`src/rtl/icache_refill_ctrl_pkg.sv`:
```
// Shared I-cache definitions: geometry, FSM state encoding, one-hot way constants.
// Used by icache_refill_ctrl, its interface and the victim LFSR.
package icache_refill_ctrl_pkg;

    localparam int WAYS       = 4;
    localparam int LINE_W     = 512;
    localparam int BEAT_W     = 32;
    localparam int INDEX_W    = 6;
    localparam int BEATS      = LINE_W / BEAT_W;
    localparam int BEAT_CNT_W = $clog2(BEATS);
    localparam int OFFSET_W   = 6;
    localparam int INDEX_LSB  = OFFSET_W;
    localparam int INDEX_MSB  = OFFSET_W + INDEX_W - 1;

    localparam logic [WAYS-1:0] HIT0 = 4'b0001;
    localparam logic [WAYS-1:0] HIT1 = 4'b0010;
    localparam logic [WAYS-1:0] HIT2 = 4'b0100;
    localparam logic [WAYS-1:0] HIT3 = 4'b1000;

    typedef enum logic [2:0] {
        S_IDLE   = 3'd0,
        S_LOOKUP = 3'd1,
        S_MISS   = 3'd2,
        S_REFILL = 3'd3,
        S_FILL   = 3'd4
    } state_t;

    // Keeps only the lowest set bit, so a malformed multi-hit still selects one way.
    function automatic logic [WAYS-1:0] lowest_way(input logic [WAYS-1:0] v);
        return v & (~v + WAYS'(1));
    endfunction

endpackage

```
`src/rtl/icache_refill_ctrl_if.sv`:
```
// Fetch, tag-result, SRAM-control and AXI line-read signals of the I-cache controller.
// Optional hit_cnt/miss_cnt exist only when ICACHE_PERF_CNT_EN is defined.
interface icache_refill_ctrl_if;
    import icache_refill_ctrl_pkg::*;

    // Handshakes: a transfer happens on a rising clk where both sides are high
    // (if_valid&if_ready, rd_req&rd_rdy); ret_valid is a push with no backpressure.
    logic                if_valid;
    logic [31:0]         if_addr;
    logic                if_ready;
    logic                data_valid;
    logic [WAYS-1:0]     hit_way;
    logic [31:0]         addr_rbuf;
    logic [INDEX_W-1:0]  mem_index;
    logic [WAYS-1:0]     mem_we;
    logic [WAYS-1:0]     r_way_sel;
    logic                rdata_sel;
    logic [LINE_W-1:0]   r_data_AXI;
    logic                rd_req;
    logic [31:0]         rd_addr;
    logic                rd_rdy;
    logic                ret_valid;
    logic                ret_last;
    logic [BEAT_W-1:0]   ret_data;
`ifdef ICACHE_PERF_CNT_EN
    logic [31:0]         hit_cnt;
    logic [31:0]         miss_cnt;
`endif

    modport master (
        input  if_valid, if_addr, hit_way, rd_rdy, ret_valid, ret_last, ret_data,
        output if_ready, data_valid, addr_rbuf, mem_index, mem_we, r_way_sel,
               rdata_sel, r_data_AXI, rd_req, rd_addr
`ifdef ICACHE_PERF_CNT_EN
        , hit_cnt, miss_cnt
`endif
    );

    modport slave (
        output if_valid, if_addr, hit_way, rd_rdy, ret_valid, ret_last, ret_data,
        input  if_ready, data_valid, addr_rbuf, mem_index, mem_we, r_way_sel,
               rdata_sel, r_data_AXI, rd_req, rd_addr
`ifdef ICACHE_PERF_CNT_EN
        , hit_cnt, miss_cnt
`endif
    );

endinterface

```
`src/rtl/icache_victim_lfsr.sv`:
```
// Free-running 4-bit maximal-length LFSR (x^4+x^3+1); low two bits pick the victim way.
module icache_victim_lfsr
    import icache_refill_ctrl_pkg::*;
(
    input  logic            clk,
    input  logic            rst,
    output logic [WAYS-1:0] o_victim
);

    logic [3:0] r_lfsr;

    // Seed is non-zero and the polynomial is maximal, so the register never locks at zero.
    always_ff @(posedge clk) begin
        if (rst) r_lfsr <= HIT0;
        else     r_lfsr <= {r_lfsr[2:0], r_lfsr[3] ^ r_lfsr[2]};
    end

    assign o_victim = WAYS'(1) << r_lfsr[1:0];

endmodule

```
`src/rtl/icache_refill_ctrl.sv`:
```
// I-cache main controller: fetch accept, lookup, AXI line refill and victim fill.
// Define ICACHE_PERF_CNT_EN to add saturating hit_cnt/miss_cnt outputs.
module icache_refill_ctrl
    import icache_refill_ctrl_pkg::*;
(
    input  logic                clk,
    input  logic                rst,
    icache_refill_ctrl_if.master bus,
    output state_t              o_state
);

    state_t                r_state, w_next;
    logic [31:0]           r_addr_rbuf;
    logic [WAYS-1:0]       r_victim;
    logic [WAYS-1:0]       w_victim_now;
    logic [BEAT_CNT_W-1:0] r_beat_cnt;
    logic [LINE_W-1:0]     r_line;
    logic                  w_hit;
    logic                  w_accept;

    icache_victim_lfsr u_lfsr (
        .clk      (clk),
        .rst      (rst),
        .o_victim (w_victim_now)
    );

    assign w_hit    = |bus.hit_way;
    assign w_accept = bus.if_valid & bus.if_ready;

    // The SRAM index follows the incoming address on accept so lookup data is ready next cycle.
    assign bus.mem_index  = w_accept ? bus.if_addr[INDEX_MSB:INDEX_LSB]
                                     : r_addr_rbuf[INDEX_MSB:INDEX_LSB];
    assign bus.addr_rbuf  = r_addr_rbuf;
    assign bus.rd_addr    = {r_addr_rbuf[31:OFFSET_W], OFFSET_W'(0)};
    assign bus.r_data_AXI = r_line;
    assign o_state        = r_state;

    always_comb begin
        w_next         = r_state;
        bus.if_ready   = 1'b0;
        bus.data_valid = 1'b0;
        bus.mem_we     = '0;
        bus.r_way_sel  = '0;
        bus.rdata_sel  = 1'b1;
        bus.rd_req     = 1'b0;
        case (r_state)
            S_IDLE: begin
                bus.if_ready = 1'b1;
                if (bus.if_valid) w_next = S_LOOKUP;
            end
            S_LOOKUP: begin
                if (w_hit) begin
                    bus.r_way_sel  = lowest_way(bus.hit_way);
                    bus.data_valid = 1'b1;
                    bus.if_ready   = 1'b1;
                    w_next         = bus.if_valid ? S_LOOKUP : S_IDLE;
                end else begin
                    w_next = S_MISS;
                end
            end
            S_MISS: begin
                bus.rd_req = 1'b1;
                if (bus.rd_rdy) w_next = S_REFILL;
            end
            S_REFILL: begin
                if (bus.ret_valid && bus.ret_last) w_next = S_FILL;
            end
            S_FILL: begin
                // Critical word is served straight from the assembled line buffer.
                bus.mem_we     = r_victim;
                bus.r_way_sel  = r_victim;
                bus.rdata_sel  = 1'b0;
                bus.data_valid = 1'b1;
                w_next         = S_IDLE;
            end
            default: w_next = S_IDLE;
        endcase
    end

    always_ff @(posedge clk) begin
        if (rst) begin
            r_state     <= S_IDLE;
            r_addr_rbuf <= '0;
            r_victim    <= '0;
            r_beat_cnt  <= '0;
            r_line      <= '0;
        end else begin
            r_state <= w_next;
            if (w_accept) r_addr_rbuf <= bus.if_addr;
            if (r_state == S_LOOKUP && !w_hit) r_victim <= w_victim_now;
            if (r_state == S_MISS && bus.rd_rdy) r_beat_cnt <= '0;
            // Beats outside REFILL are dropped; the counter wraps if a line overruns.
            if (r_state == S_REFILL && bus.ret_valid) begin
                r_line[r_beat_cnt*BEAT_W +: BEAT_W] <= bus.ret_data;
                r_beat_cnt                          <= r_beat_cnt + 1'b1;
            end
        end
    end

`ifdef ICACHE_PERF_CNT_EN
    logic [31:0] r_hit_cnt;
    logic [31:0] r_miss_cnt;

    always_ff @(posedge clk) begin
        if (rst) begin
            r_hit_cnt  <= '0;
            r_miss_cnt <= '0;
        end else if (r_state == S_LOOKUP) begin
            if (w_hit) begin
                if (r_hit_cnt != 32'hFFFF_FFFF) r_hit_cnt <= r_hit_cnt + 32'd1;
            end else begin
                if (r_miss_cnt != 32'hFFFF_FFFF) r_miss_cnt <= r_miss_cnt + 32'd1;
            end
        end
    end

    assign bus.hit_cnt  = r_hit_cnt;
    assign bus.miss_cnt = r_miss_cnt;
`endif

    a_hit_onehot: assert property (@(posedge clk) disable iff (rst)
        (r_state == S_LOOKUP) |-> $onehot0(bus.hit_way));

endmodule
```
`src/flat_wrapper.sv`:
```
// flat-port wrapper written by rule: the top's interface ports become plain ports
module icache_refill_ctrl_flat import icache_refill_ctrl_pkg::*;
  (clk, rst, o_state, bus_if_valid, bus_if_addr, bus_hit_way, bus_rd_rdy, bus_ret_valid, bus_ret_last, bus_ret_data, bus_if_ready, bus_data_valid, bus_addr_rbuf, bus_mem_index, bus_mem_we, bus_r_way_sel, bus_rdata_sel, bus_r_data_AXI, bus_rd_req, bus_rd_addr);
  icache_refill_ctrl_if bus_i ();
  input  logic clk;
  input  logic rst;
  output state_t o_state;
  input wire logic [$bits(bus_i.if_valid)-1:0] bus_if_valid;
  input wire logic [$bits(bus_i.if_addr)-1:0] bus_if_addr;
  input wire logic [$bits(bus_i.hit_way)-1:0] bus_hit_way;
  input wire logic [$bits(bus_i.rd_rdy)-1:0] bus_rd_rdy;
  input wire logic [$bits(bus_i.ret_valid)-1:0] bus_ret_valid;
  input wire logic [$bits(bus_i.ret_last)-1:0] bus_ret_last;
  input wire logic [$bits(bus_i.ret_data)-1:0] bus_ret_data;
  output wire logic [$bits(bus_i.if_ready)-1:0] bus_if_ready;
  output wire logic [$bits(bus_i.data_valid)-1:0] bus_data_valid;
  output wire logic [$bits(bus_i.addr_rbuf)-1:0] bus_addr_rbuf;
  output wire logic [$bits(bus_i.mem_index)-1:0] bus_mem_index;
  output wire logic [$bits(bus_i.mem_we)-1:0] bus_mem_we;
  output wire logic [$bits(bus_i.r_way_sel)-1:0] bus_r_way_sel;
  output wire logic [$bits(bus_i.rdata_sel)-1:0] bus_rdata_sel;
  output wire logic [$bits(bus_i.r_data_AXI)-1:0] bus_r_data_AXI;
  output wire logic [$bits(bus_i.rd_req)-1:0] bus_rd_req;
  output wire logic [$bits(bus_i.rd_addr)-1:0] bus_rd_addr;
  assign bus_i.if_valid = bus_if_valid;
  assign bus_i.if_addr = bus_if_addr;
  assign bus_i.hit_way = bus_hit_way;
  assign bus_i.rd_rdy = bus_rd_rdy;
  assign bus_i.ret_valid = bus_ret_valid;
  assign bus_i.ret_last = bus_ret_last;
  assign bus_i.ret_data = bus_ret_data;
  assign bus_if_ready = bus_i.if_ready;
  assign bus_data_valid = bus_i.data_valid;
  assign bus_addr_rbuf = bus_i.addr_rbuf;
  assign bus_mem_index = bus_i.mem_index;
  assign bus_mem_we = bus_i.mem_we;
  assign bus_r_way_sel = bus_i.r_way_sel;
  assign bus_rdata_sel = bus_i.rdata_sel;
  assign bus_r_data_AXI = bus_i.r_data_AXI;
  assign bus_rd_req = bus_i.rd_req;
  assign bus_rd_addr = bus_i.rd_addr;
  icache_refill_ctrl u_core (.clk(clk), .rst(rst), .bus(bus_i), .o_state(o_state));
endmodule
```
`config.mk`:
```
export PLATFORM = sky130hd
export DESIGN_NAME = icache_refill_ctrl_flat
export DESIGN_NICKNAME = d
export VERILOG_FILES = /design/src/rtl/icache_refill_ctrl_pkg.sv /design/src/rtl/icache_refill_ctrl_if.sv /design/src/rtl/icache_victim_lfsr.sv /design/src/rtl/icache_refill_ctrl.sv /design/src/flat_wrapper.sv
export SDC_FILE = /design/constraint.sdc
export NUM_CORES = 1
export LEC_CHECK = 0
export ABC_AREA = 1
export ABC_CLOCK_PERIOD_IN_PS = 2550
export CORE_UTILIZATION = 30
export CTS_CLUSTER_SIZE = 30
export DETAILED_ROUTE_END_ITERATION = 16
export GPL_TIMING_DRIVEN = 1
export PLACE_DENSITY_LB_ADDON = 0.12
export SYNTH_ARGS = -nofsm -noshare
export SYNTH_HDL_FRONTEND = slang
export SYNTH_HIERARCHICAL = 1
export SYNTH_SLANG_ARGS = --single-unit
```
`constraint.sdc`:
```
create_clock -name clk -period 2.55 [get_ports clk]
set_input_delay 0.3825 -clock clk [delete_from_list [all_inputs] [get_ports clk]]
set_output_delay 0.3825 -clock clk [all_outputs]
set_load 0.03 [all_outputs]
```
; Word-level counts from Yosys, hierarchy flattened
; Index checks and enable logic that the tools add are counted.
[word_totals]
out_inout_bits = 597
wordCells = 50
reg_bits = 559
input_bits = 74
[op_classes]
n_addsub = 3
reduce_logical = 9
mux = 18
eq_ne = 7
bitwise = 4
shifts = 3
[op_table]
columns = cell, count
row1 = bitwise mux 512 bit, 1
row2 = "variable shift 32 x 34 -> 512 bit, first input constant", 1
row3 = variable part select 32 x 34 -> 512 bit, 1
row4 = negator 9 -> 34 bit, 1
row5 = 2-to-1 mux 4 bit, 4
row6 = 2-to-1 mux 3 bit, 4
row7 = one-hot mux 3 bit (4 select lines), 1
row8 = "adder 4 x 1 -> 4 bit, second input constant", 2
row9 = one-hot mux 4 bit (2 select lines), 1
row10 = "equality test 3 x 2 -> 1 bit, second input constant", 2
row11 = 2-to-1 mux 6 bit, 1
row12 = bitwise AND 4 bit, 1
row13 = logical AND 1 bit, 4
row14 = 2-to-1 mux 1 bit, 4
row15 = "inequality test 2 bit, second input constant", 2
row16 = NOT 4 bit, 1
row17 = one-hot mux 1 bit (2 select lines), 2
row18 = OR reduction 4 bit, 1
row19 = "left shift 1 x 2 -> 4 bit, first input constant", 1
row20 = "equality test 3 x 1 -> 1 bit, second input constant", 1
row21 = "equality test 3 bit, second input constant", 1
row22 = logical NOT 3 bit, 1
row23 = AND reduction 3 bit, 1
row24 = "inequality test 2 x 1 -> 1 bit, second input constant", 1
row25 = 4 further kinds, 4

; Longest topological paths before layout
; Gate-level depths: netlist of the first run.
[depth]
depth_word = 5
depth_mapped = 16
depth_no_buf = 13

; By module
; The synthesis of the first run kept the hierarchy.
[by_module_without_submodules]
columns = mod, cells_each, area_each_um2, seq_area_each_um2, n_inst
row1 = icache_refill_ctrl, 3400, 23139.7, 11110.7, 1
row2 = icache_victim_lfsr, 20, 141.4, 80.1, 1

; Worst setup path before layout of the first run
; Ideal clock, no wire load.
[synth_path]
path_type = flip-flop to flip-flop
start = reg u_core.r_beat_cnt[0]
end = reg u_core.r_line[177] (netlist: u_core/bus.r_data_AXI[177])
path_slack_ps = -126
path_buffers = 6
setup_time_ps = 116
period_less_slack_ps = 2676
required_time_ps = 2434
path_stages_with_launch = 13
t_arrival_ps = 2560
path_cell_list = dfxtp_1 inv_2 clkbuf_1 clkbuf_1 ha_1 buf_4 inv_1 buf_2 buf_2 clkbuf_1 nor3_1 o21ai_0 nor2_1
[synth_via]
elab_chain_len = 3
elab_cells_between_ends = 4
classes_between = add/sub: 1 / shift: 2 / mux: 1
[synth_lines]
columns = element, line
row1 = "start, declared", icache_refill_ctrl.sv:16  ; logic [BEAT_CNT_W-1:0] r_beat_cnt;
row2 = "start signal, assigned", icache_refill_ctrl.sv:95  ; r_beat_cnt <= r_beat_cnt + 1'b1;
row3 = negator 9 -> 34 bit (*), icache_refill_ctrl.sv:94  ; r_line[r_beat_cnt*BEAT_W +: BEAT_W] <= bus.ret_data;
row4 = variable part select 32 x 34 -> 512 bit / variable shift 32 x 34 -> 512 bit (equally long branches), icache_refill_ctrl.sv:94
row5 = bitwise mux 512 bit (*), icache_refill_ctrl.sv:94
row6 = "end signal, assigned by index", icache_refill_ctrl.sv:94
row7 = "end, declared", icache_refill_ctrl.sv:17  ; logic [LINE_W-1:0] r_line;
; Every way passes the cells marked *; elsewhere a longest branch is shown, timed or not.
; A chain may end at the register's enable or synchronous reset.

; Final worst setup path of the first run
[layout_path]
start = in bus_hit_way[0]
end = out bus_mem_index[5]
[layout_via]
elab_chain_len = 5
[layout_lines]
columns = element, line
row1 = "start, declared", flat_wrapper.sv:10  ; input wire logic [$bits(bus_i.hit_way)-1:0] bus_hit_way;
row2 = OR reduction 4 bit, icache_refill_ctrl.sv:27  ; assign w_hit = |bus.hit_way;
row3 = 2-to-1 mux 1 bit, icache_refill_ctrl.sv:52  ; if (w_hit) begin
row4 = one-hot mux 1 bit (2 select lines), icache_refill_ctrl.sv:46  ; case (r_state)
row5 = bitwise AND 1 bit, icache_refill_ctrl.sv:28  ; assign w_accept = bus.if_valid & bus.if_ready;
row6 = 2-to-1 mux 6 bit, icache_refill_ctrl.sv:31  ; assign bus.mem_index = w_accept ? bus.if_addr[INDEX_MSB:INDEX_LSB]
row7 = "end, declared", flat_wrapper.sv:18  ; output wire logic [$bits(bus_i.mem_index)-1:0] bus_mem_index;
; Every way passes these cells.

==> flow_results.org, run 1 <==
** Final layout
- Across the whole layout, storage elements account for 11200 um^2.
- After filler insertion, the fill cell instance count of the layout stands at 7998.
- Proportion of layout cells with a drive suffix above 1 :: 8.52%
- Area taken by multi-input logic gates :: 9720 um^2
- Summed area of non-filler cells in the final layout :: 34000 um^2
- After the last flow step, the layout net total stands at 4147.
- Relative to the synthesized area, the layout overhead comes to 46.0%.

** Min path
- The path class of the tightest hold or removal check is in -> reg.
- Hold depth :: 4
- The startpoint identified for the worst hold timing path is rst.
- Capture endpoint of the worst hold path :: u_core/bus.r_data_AXI[131]

** Logic synthesis
- The share of synthesized area in the top cell type comes to 48.1%.
- The synthesized design contains 559 register bits.
- A synthesized cell averages 6.81 um^2.
- After synthesis the cells add up to 23300 um^2.
- Main combinational cell family by area after synthesis :: simple AND/OR/NAND/NOR gates
- Counting distinct cell types in the post-synthesis netlist gives 35.
- Complex-gate fraction of the synthesized area :: 7.33%
- After synthesis, the cell types taking the most area are dfxtp_1 48%, nor2_1 17%, nand2_1 11%.
- In the synthesized netlist, mux cells make up 0% of the area.
- After technology mapping, the gate count stands at 3420.
- Xor-xnor portion of the synthesized cell area :: 0%
- After Yosys synthesis, and, or, nand and nor cells account for 33.8% of the synthesized area.
- After synthesis, flip-flops and latches occupy 48.1% of the total area.
- The synthesized netlist devotes 0.161% of its cell area to adder and majority cells.
- Summed over all instances, the cell type with the most area after synthesis is dfxtp_1.
- For this run, the number of Yosys warnings is 6.

** Clock network
- After clock tree synthesis, the clock-pin slew on the worst setup and hold paths is 0.06 ns.
- Sink Count :: 559
- Depth of the CTS H-tree :: 3
- TritonCTS clock tree :: yes
- CTS buffer count :: 68
- CTS root buf :: clkbuf_16
- Worst skew pair latency :: 0.59 ns
- The clock passes through at most 3 buffers.

** GRT
- For met1 alone, demand over resource in global routing was 31.1%.
- Largest net degree at the start of global routing :: 66
- The first global-routing pass estimated 146000 um of wire.
- Busiest layer in global routing :: met2
- Total congestion overflow :: 0
- Met2 Usage GRT :: 41.9%
- In the global route stage, overall resource usage came out at 25.1%.
- Via count of the first global-routing pass :: 21400
- Met3 Usage GRT :: 6.53%
- The number of antenna violations at the first check in global routing is 2.

** Pwr
- Fraction of power spent switching nets :: 24.0%
- In this run, flip-flops and latches consume 45.0% of the power.
- Net switching power of the design :: 4.70 mW
- Share of power burned in combinational logic :: 5.8%
- Pwr dens :: 577 nW/um^2
- IR analysis of the VDD net gives a maximum drop of 334 uV.
- Internal power of the cells :: 14.9 mW
- Reported leakage power :: 15.8 nW
- Clock power share :: 49.3%

** Die
- Once the floorplan was initialized, standard cells occupied 30.5% of the core.
- Number of top-level pins :: 671
- Number of placement rows :: 101
- In this run the vertical extent of the chip is 281 um.
- Measured along the x axis, the die boundary spans 281 um.
- Placeable core area :: 76300 um^2
- The floorplan step defined a die boundary enclosing 78700 um^2.

** Place
- Summed over all nets, the half-perimeter wirelength after detailed placement is 72000 um.
- Port Buf Inserts :: 664
- Gp weighted congestion :: 0.832
- Cell area after placement :: 31600 um^2

** Route
- Total via count after detailed routing :: 23300
- Detailed router's first-iteration violation count :: 1431
- Total detailed-routing wirelength :: 102000 um
- Avg WL per Cell :: 19.9 um
- Number of routed nets with antenna violations :: 0
- Post-detailed-route via-to-cell ratio :: 4.52
- In the routed design, unresolved DRC markers number 0.
- The first detailed-routing pass ran for 6 iterations.

** Timing
- Max-slew headroom at the worst pin :: 40.7%
- The max-slew violation count is 0.
- Derived from the worst setup path, the maximum achievable clock frequency is 0.405 GHz.
- For the finished layout, the period the worst path requires is 2.47 ns.
- Number of endpoints with negative hold slack in the final report :: 0
- Setup Skew :: 0.0192 ns
- Setup violations remaining at the end of the flow were counted as 0.
- Tightest Pin Transition :: 0.888 ns
- Hold Slack :: 0.238 ns
- Of the available clock period, the critical path in the final layout requires 96.9%.

** Critical path
- CP Class :: in -> out
- Slack of the worst reg-to-reg path :: 0.26 ns
- Required time of the critical path :: 2.17 ns
- Measured in cells, the most critical reg-to-reg path has a length of 9.
- Critical path peak fanout :: 7
- CP Launch Type :: input port
- The worst register-to-register path begins at u_core/r_beat_cnt[0].
- Endpoint type of the worst setup path :: primary output
- Terminus of the critical flop-to-flop path :: u_core/bus.r_data_AXI[270]
- Arrival time of data at the critical path endpoint :: 2.09 ns

** Flow run
- Max-cap violations in this run came to 0.

** Status
- The run finished with clean final reports.
-- kinds of logic (layout without fill, tap and decap cells) --
group	count (synthesis)	count (layout)
AOI/OAI and AO/OA	329	329
and+or+nand+nor	1936	1936
adders and majority gates	3	3
DFF	559	559
buffers and inverters	592	1287
other	1	7
-- metrics by stage --
stage | util [%] | setup WS [ns] | power, mW | instances | TNS, ns
6_report | 44.5 | 0.0795 | 19.6 | 5151 | 0
2_1_floorplan | - | 0.000834 | 9.56 | 3425 | 0
5_1_grt | 44.5 | -0.0154 | 20.3 | 5150 | -0.0154
3_5_place_dp | 41.4 | -0.295 | 10.1 | 5023 | -1.16
3_3_place_gp | 41.4 | -0.302 | 10.1 | 5023 | -1.20
4_1_cts | 44.5 | 0.00323 | 19.9 | 5149 | 0
-- critical path, stage by stage --
cell,delay [ns]
clkdlybuf4s50_1,0.44
nor3_2,0.18
buf_4,0.14
nand2_1,0.06
nand2_2,0.09
nand2_2,0.08
buf_12,0.14
nand2_8,0.08
buf_12,0.14
nand2_1,0.07
o21ai_2,0.07
inv_1,0.05
buf_4,0.16
-- final cells by class --
type	count	share of cell area [%]
sequential	559	32.9
multi-input combinational	2274	28.6
timing repair buffer	822	24.3
clock buffer	104	6.00
inverter	345	3.85
tap	1030	3.79
clock inverter	16	0.501
antenna	1	0.00736
-- sequential cells by signal (all words and copies together) (netlist names) --
signal / flops
u_core/u_lfsr/r_lfsr: 4
u_core/bus.r_data_AXI: 512
u_core/o_state: 3
u_core/r_beat_cnt: 4
u_core/bus.addr_rbuf: 32
u_core/r_victim: 4
-- routing by layer --
layer	vias up	routed length, um
li1	11700	-
met2	740	48300
met4	2	3370
met1	10700	42900
met3	144	7740
met5	-	10
-- cell usage after synthesis --
library cell,instances
a21o_1,16
a21oi_1,68
a21oi_2,1
a31o_2,3
buf_1,14
buf_2,70
buf_4,41
buf_6,2
clkbuf_1,120
clkinv_1,2
conb_1,1
dfxtp_1,559
ha_1,3
inv_1,331
inv_2,11
inv_4,1
nand2_1,653
nand2_2,9
nand2_4,1
nand3_1,40
nand3_2,6
nand3_4,3
nand4_1,13
nand4_2,2
nand4_4,1
nor2_1,1039
nor2_2,4
nor2_4,10
nor3_1,114
nor3_2,10
nor4_1,31
o211ai_1,1
o21ai_0,187
o21ai_1,52
o31ai_1,1
-- power by group through the flow --
stage / registers [mW] / logic, mW / clock network (mW)
CTS: 8.82 / 1.13 / 9.93
global placement: 9.01 / 1.09 / 0
global route: 8.82 / 1.20 / 10.3
finish: 8.82 / 1.13 / 9.66
floorplan: 9.08 / 0.481 / 0
detailed placement: 9.01 / 1.08 / 0
-- worst max path at each step --
stage	slack, ns	startpoint	endpoint
after floorplan	0.0008	u_core/r_beat_cnt[0]	u_core/bus.r_data_AXI[438]
after global placement	-0.30	bus_hit_way[1]	bus_mem_index[0]
after detailed placement	-0.30	bus_hit_way[0]	bus_if_ready
after CTS	0.003	u_core/o_state[0]	bus_mem_index[0]
after global routing	-0.02	bus_hit_way[0]	bus_mem_index[1]
final	0.08	bus_hit_way[0]	bus_mem_index[5]
-- repair_timing --
item,CTS,global route
endpoints found under the setup margin,14,10
hold buffers,0,0
pin swaps,3,2
setup buffers,5,1
resized for setup,30,15
cloned,1,0
-- cell usage in the layout, fill, tap and decap left out, types with 2 or more instances in the layout --
master	n
nand3_1	40
nor2_2	5
clkbuf_1	18
a21oi_1	68
dlymetal6s2s_1	4
o21ai_2	6
a31o_2	3
buf_12	35
ha_1	2
o21ai_0	187
dfxtp_2	2
clkdlybuf4s50_1	644
nand3_4	3
nor3_1	113
inv_2	11
conb_1	6
nor2_4	11
dlygate4sd2_1	5
nand2_2	13
clkbuf_16	70
nand4_4	2
clkbuf_8	16
bufinv_16	2
nand4_1	13
nand2_1	648
nor4_1	31
buf_4	127
dfxtp_1	557
clkbuf_2	2
inv_4	2
clkinv_2	9
o21ai_1	46
inv_1	330
clkinv_8	3
nor2_1	1037
clkdlybuf4s15_2	2
nor3_2	10
a21o_1	16
nand3_2	6
Power figures use the tool's default switching activity.
==> inputs of run 2 (changes only) <==
Settings changed: CAP_MARGIN set to 5.
==> results of run 2 <==
Final layout, timing and power as in run 1 (identical DEF).
==> inputs of run 3 (changes only) <==
Settings changed: ABC_CLOCK_PERIOD_IN_PS 2550 to 2150.
Clock period 2.55 ns to 2.15 ns, I/O delays scaled along.
==> flow_results.org, run 3 (synthesis gave the netlist of run 1 again) <==
** Route
- Total detailed-routing wirelength :: 102000 um (about the same)
- Avg WL per Cell :: 19.6 um (was 19.9 um)
- The number of DRC markers after the initial detailed-route iteration came to 1567 (was 1431).
- Detailed Routing Iterations Pass 1 :: 5 (was 6)
- Number of routed nets with antenna violations :: 0 (unchanged)
- The per-cell via count in the routed design came to 4.50 (was 4.52).
- The remaining routing DRC violations is 0 (unchanged).
- Total via count after detailed routing :: 23500 (was 23300)

** GRT
- The first-pass GRT wire length is 145000 um (was 146000 um).
- The maximum number of pins on one net before global-route repair is 85 (was 66).
- Busiest layer in global routing :: met2 (unchanged)
- The number of antenna violations at the first check in global routing was 5 (was 2).
- The via count of the first global-routing pass was 21800 (was 21400).
- Total congestion overflow :: 0 (unchanged)
- Met2 Usage GRT :: 40.4% (was 41.9%)
- The global-route met1 utilization is 32.3% (was 31.1%).
- The global-route track usage on met3 came to 6.25% (was 6.53%).
- The global routing usage summed across all routing layers came to 24.9% (was 25.1%).

** Min path
- The path class of the lowest-slack min-delay path is in -> reg (unchanged).
- The hold path depth was 4 (unchanged).
- Startpoint of the worst hold path :: rst (unchanged)
- Capture endpoint of the worst hold path :: u_core/bus.r_data_AXI[373] (was u_core/bus.r_data_AXI[131])

** Clock network
- The maximum count of clock buffers along a single path is 3 (unchanged).
- The total number of H-tree levels came to 3 (unchanged).
- Post-CTS clock slew at the launch and capture registers of the worst setup and hold paths :: 0.06 ns (about the same)
- The post-cts hold buffer count is 0 (unchanged).
- Worst skew pair latency :: 0.63 ns (was 0.59 ns)
- CTS buffer count :: 66 (was 68)
- CTS root buf :: clkbuf_16 (unchanged)
- TritonCTS clock tree :: yes (unchanged)
- The CTS sink count was 559 (unchanged).

** Final layout
- Number of nets in the layout :: 4207 (was 4147)
- Top library cells by usage in the layout, fill and taps aside: 1039 x nor2_1, 647 x nand2_1, 640 x clkdlybuf4s50_1 (was 1037 x nor2_1, 648 x nand2_1, 644 x clkdlybuf4s50_1).
- The number of flip-flops under the largest register name is 512 (unchanged).
- The most common library cell in the layout ignoring fill and taps was nor2_1 (unchanged).
- Summed area of non-filler cells in the final layout :: 34900 um^2 (was 34000 um^2)
- The area overhead of the layout relative to synthesis was 50.1% (was 46.0%).
- The proportion of layout cells with a drive suffix above 1 is 10.6% (was 8.52%).

** Critical path
- Critical path peak fanout :: 7 (unchanged)
- The critical path class is reg -> out (was in -> out).
- Required time of the critical path :: 1.83 ns (was 2.17 ns)
- CP Launch Type :: flip-flop (was input port)
- Launch instance of the worst register-to-register path :: u_core/r_beat_cnt[2] (was u_core/r_beat_cnt[0])
- Arrival time of data at the critical path endpoint :: 1.93 ns (was 2.09 ns)
- The endpoint of the worst-slack reg-to-reg timing path is u_core/bus.r_data_AXI[194] (was u_core/bus.r_data_AXI[270]).
- Master of the slowest instance on the critical path :: dfxtp_4 (was clkdlybuf4s50_1)
- Critical-path cell list: inv_4 > nor3_4 > nand2_2 > nand2_4 > nand2_4 > buf_12 > o21ai_2 > inv_1 > buf_4 (was clkdlybuf4s50_1 > nor3_2 > buf_4 > nand2_1 > nand2_2 > nand2_2 > buf_12 > nand2_8 > buf_12 > nand2_1 > o21ai_2 > inv_1 > buf_4).
- Slack of the worst reg-to-reg path :: 0.09 ns (was 0.26 ns)
- The delay of the slowest cell on the worst path is 0.37 ns (was 0.44 ns).
- By instance count, the cell type seen most on the critical path is nand2_4.
- Endpoint type of the worst setup path :: primary output (unchanged)
- Depth of the worst register-to-register path :: 12 (was 9)

** Timing
- Counting I/O delays and the setup requirement, the final critical path takes 2.26 ns.
- Setup repair after global routing could not meet its margin everywhere.
- The total of endpoints with negative setup slack in the final report was 7 (was 0).
- The remaining max-slew budget at the tightest pin is 39.9% (was 40.7%).
- Dividing the final minimum period by the clock period gives 105%.
- Max-slew violation total from the final report :: 0 (unchanged)
- The transition time of the tightest slew-check pin was 0.895 ns (was 0.888 ns).
- The worst-case setup margin in the final layout was -0.106 ns (was 0.0795 ns).
- The final count of hold timing violations was 0 (unchanged).
- Total negative slack for setup checks :: -0.628 ns (was 0 ns)
- The worst clock skew is 0.0214 ns (was 0.0192 ns).
- Derived from the worst setup path, the maximum achievable clock frequency is 0.443 GHz.

** Flow run
- Max-Cap Viols :: 0 (unchanged)

** Die
- The x dimension of the die was 281 um (unchanged).
- The initial core utilization came to 30.5% (unchanged).
- The area of the die was 78700 um^2 (unchanged).
- Chip height :: 281 um (unchanged)
- Number of placement rows :: 101 (unchanged)
- Placeable core area :: 76300 um^2 (unchanged)
- The I/O pin total is 671 (unchanged).

** Pwr
- Maximum vdd ir drop :: 474 uV (was 334 uV)
- Total power :: 23.6 mW (was 19.6 mW)
- Share of power burned in combinational logic :: 6.1% (was 5.8%)
- Net switching power of the design :: 5.72 mW (was 4.70 mW)
- The total leakage power is 16.2 nW (was 15.8 nW).
- Internal power of the cells :: 17.8 mW (was 14.9 mW)
- Clock power share :: 49.5% (was 49.3%)
- The ratio of total power to cell area was 674 nW/um^2 (was 577 nW/um^2).
- The sequential share of power was 44.4% (was 45.0%).
- The proportion of total power due to net switching was 24.3% (was 24.0%).

** Place
- The final weighted congestion in routability-driven placement came to 0.839 (was 0.832).
- The number of I/O port buffers came to 664 (unchanged).
- Cell area after placement :: 32400 um^2 (was 31600 um^2)
- Dpl hpwl :: 73500 um (was 72000 um)
- Placement-stage worst setup slack :: -0.130 ns (was -0.295 ns)

** Status
- Result of the run :: complete, but fails checks (was completed)
- Failing checks :: setup timing
[run 3: cell types whose count changed in the layout (fill, tap and decap cells not counted), moves of 5 or more]
cell      previous run  this run
nor3_1             113        95
nor3_2              10        24
buf_12              35        55
clkbuf_8            16        11
nand2_4              1         7
o21ai_0            187       172
inv_1              330       325
o21ai_1             46        61
buf_4              127       167
buf_2                0         5
[run 3: worst max-delay path: cells and delay by family, from the launching register on]
family	cells	cell delay, ns
AND/OR/NAND/NOR	4	0.44
flip-flops	1	0.37
AO/OA/AOI/OAI	1	0.13
buffers and inverters	4	0.40
[run 3: worst max path at each step]
stage | from | end | slack, ns | depth (start not counted)
global route | u_core/o_state[0] | bus_mem_index[5] | -0.24 | 9
detailed placement | bus_hit_way[1] | bus_mem_index[4] | -0.13 | 11
global placement | bus_ret_valid | u_core/bus.r_data_AXI[231] | -0.12 | 10
floorplan | u_core/r_beat_cnt[0] | u_core/bus.r_data_AXI[6] | -0.02 | 15
finish | u_core/o_state[0] | bus_mem_index[2] | -0.11 | 9
CTS | u_core/o_state[0] | bus_mem_index[4] | -0.16 | 9
[run 3: per-stage QoR]
stage,hold slack [ns],cells,utilization (%)
after floorplan,0.395,3425,-
after global placement,0.440,5077,42.4
after detailed placement,0.441,5077,42.4
after CTS,0.109,5200,45.4
after global routing,0.150,5210,45.8
final,0.143,5213,45.8
[run 3: power groups by stage]
stage	clock, mW	combinational, mW	sequential [mW]
global placement	0	1.40	10.7
global route	12.4	1.54	10.5
finish	11.7	1.45	10.5
detailed placement	0	1.40	10.7
CTS	11.9	1.43	10.5
floorplan	0	0.576	10.8
[run 3: layout make-up]
| type | instances | area (um^2) |
|---|---|---|
| flip-flops and latches | 559 | 11200 |
| multi-input cells | 2274 | 9880 |
| repair buffers | 884 | 9020 |
| diodes | 3 | 7.51 |
| clock buffers | 95 | 1870 |
| inverters | 345 | 1320 |
| well taps | 1030 | 1290 |
| fillers | 7902 | 41400 |
| clock inverters | 23 | 357 |
[run 3: layer usage]
layer | vias up | share of wire (%)
li1 | 11800 | -
met1 | 10800 | 44
met2 | 689 | 46
met3 | 126 | 6.9
met4 | 4 | 2.8
met5 | - | 0.024
[run 3: repair_timing]
item                                    CTS  global route
endpoints found under the setup margin   27           205
gates cloned                              0             5
buffers inserted                          5             5
resized for setup                        55            27
hold endpoints to repair                  0             0
pin swaps                                 2             3
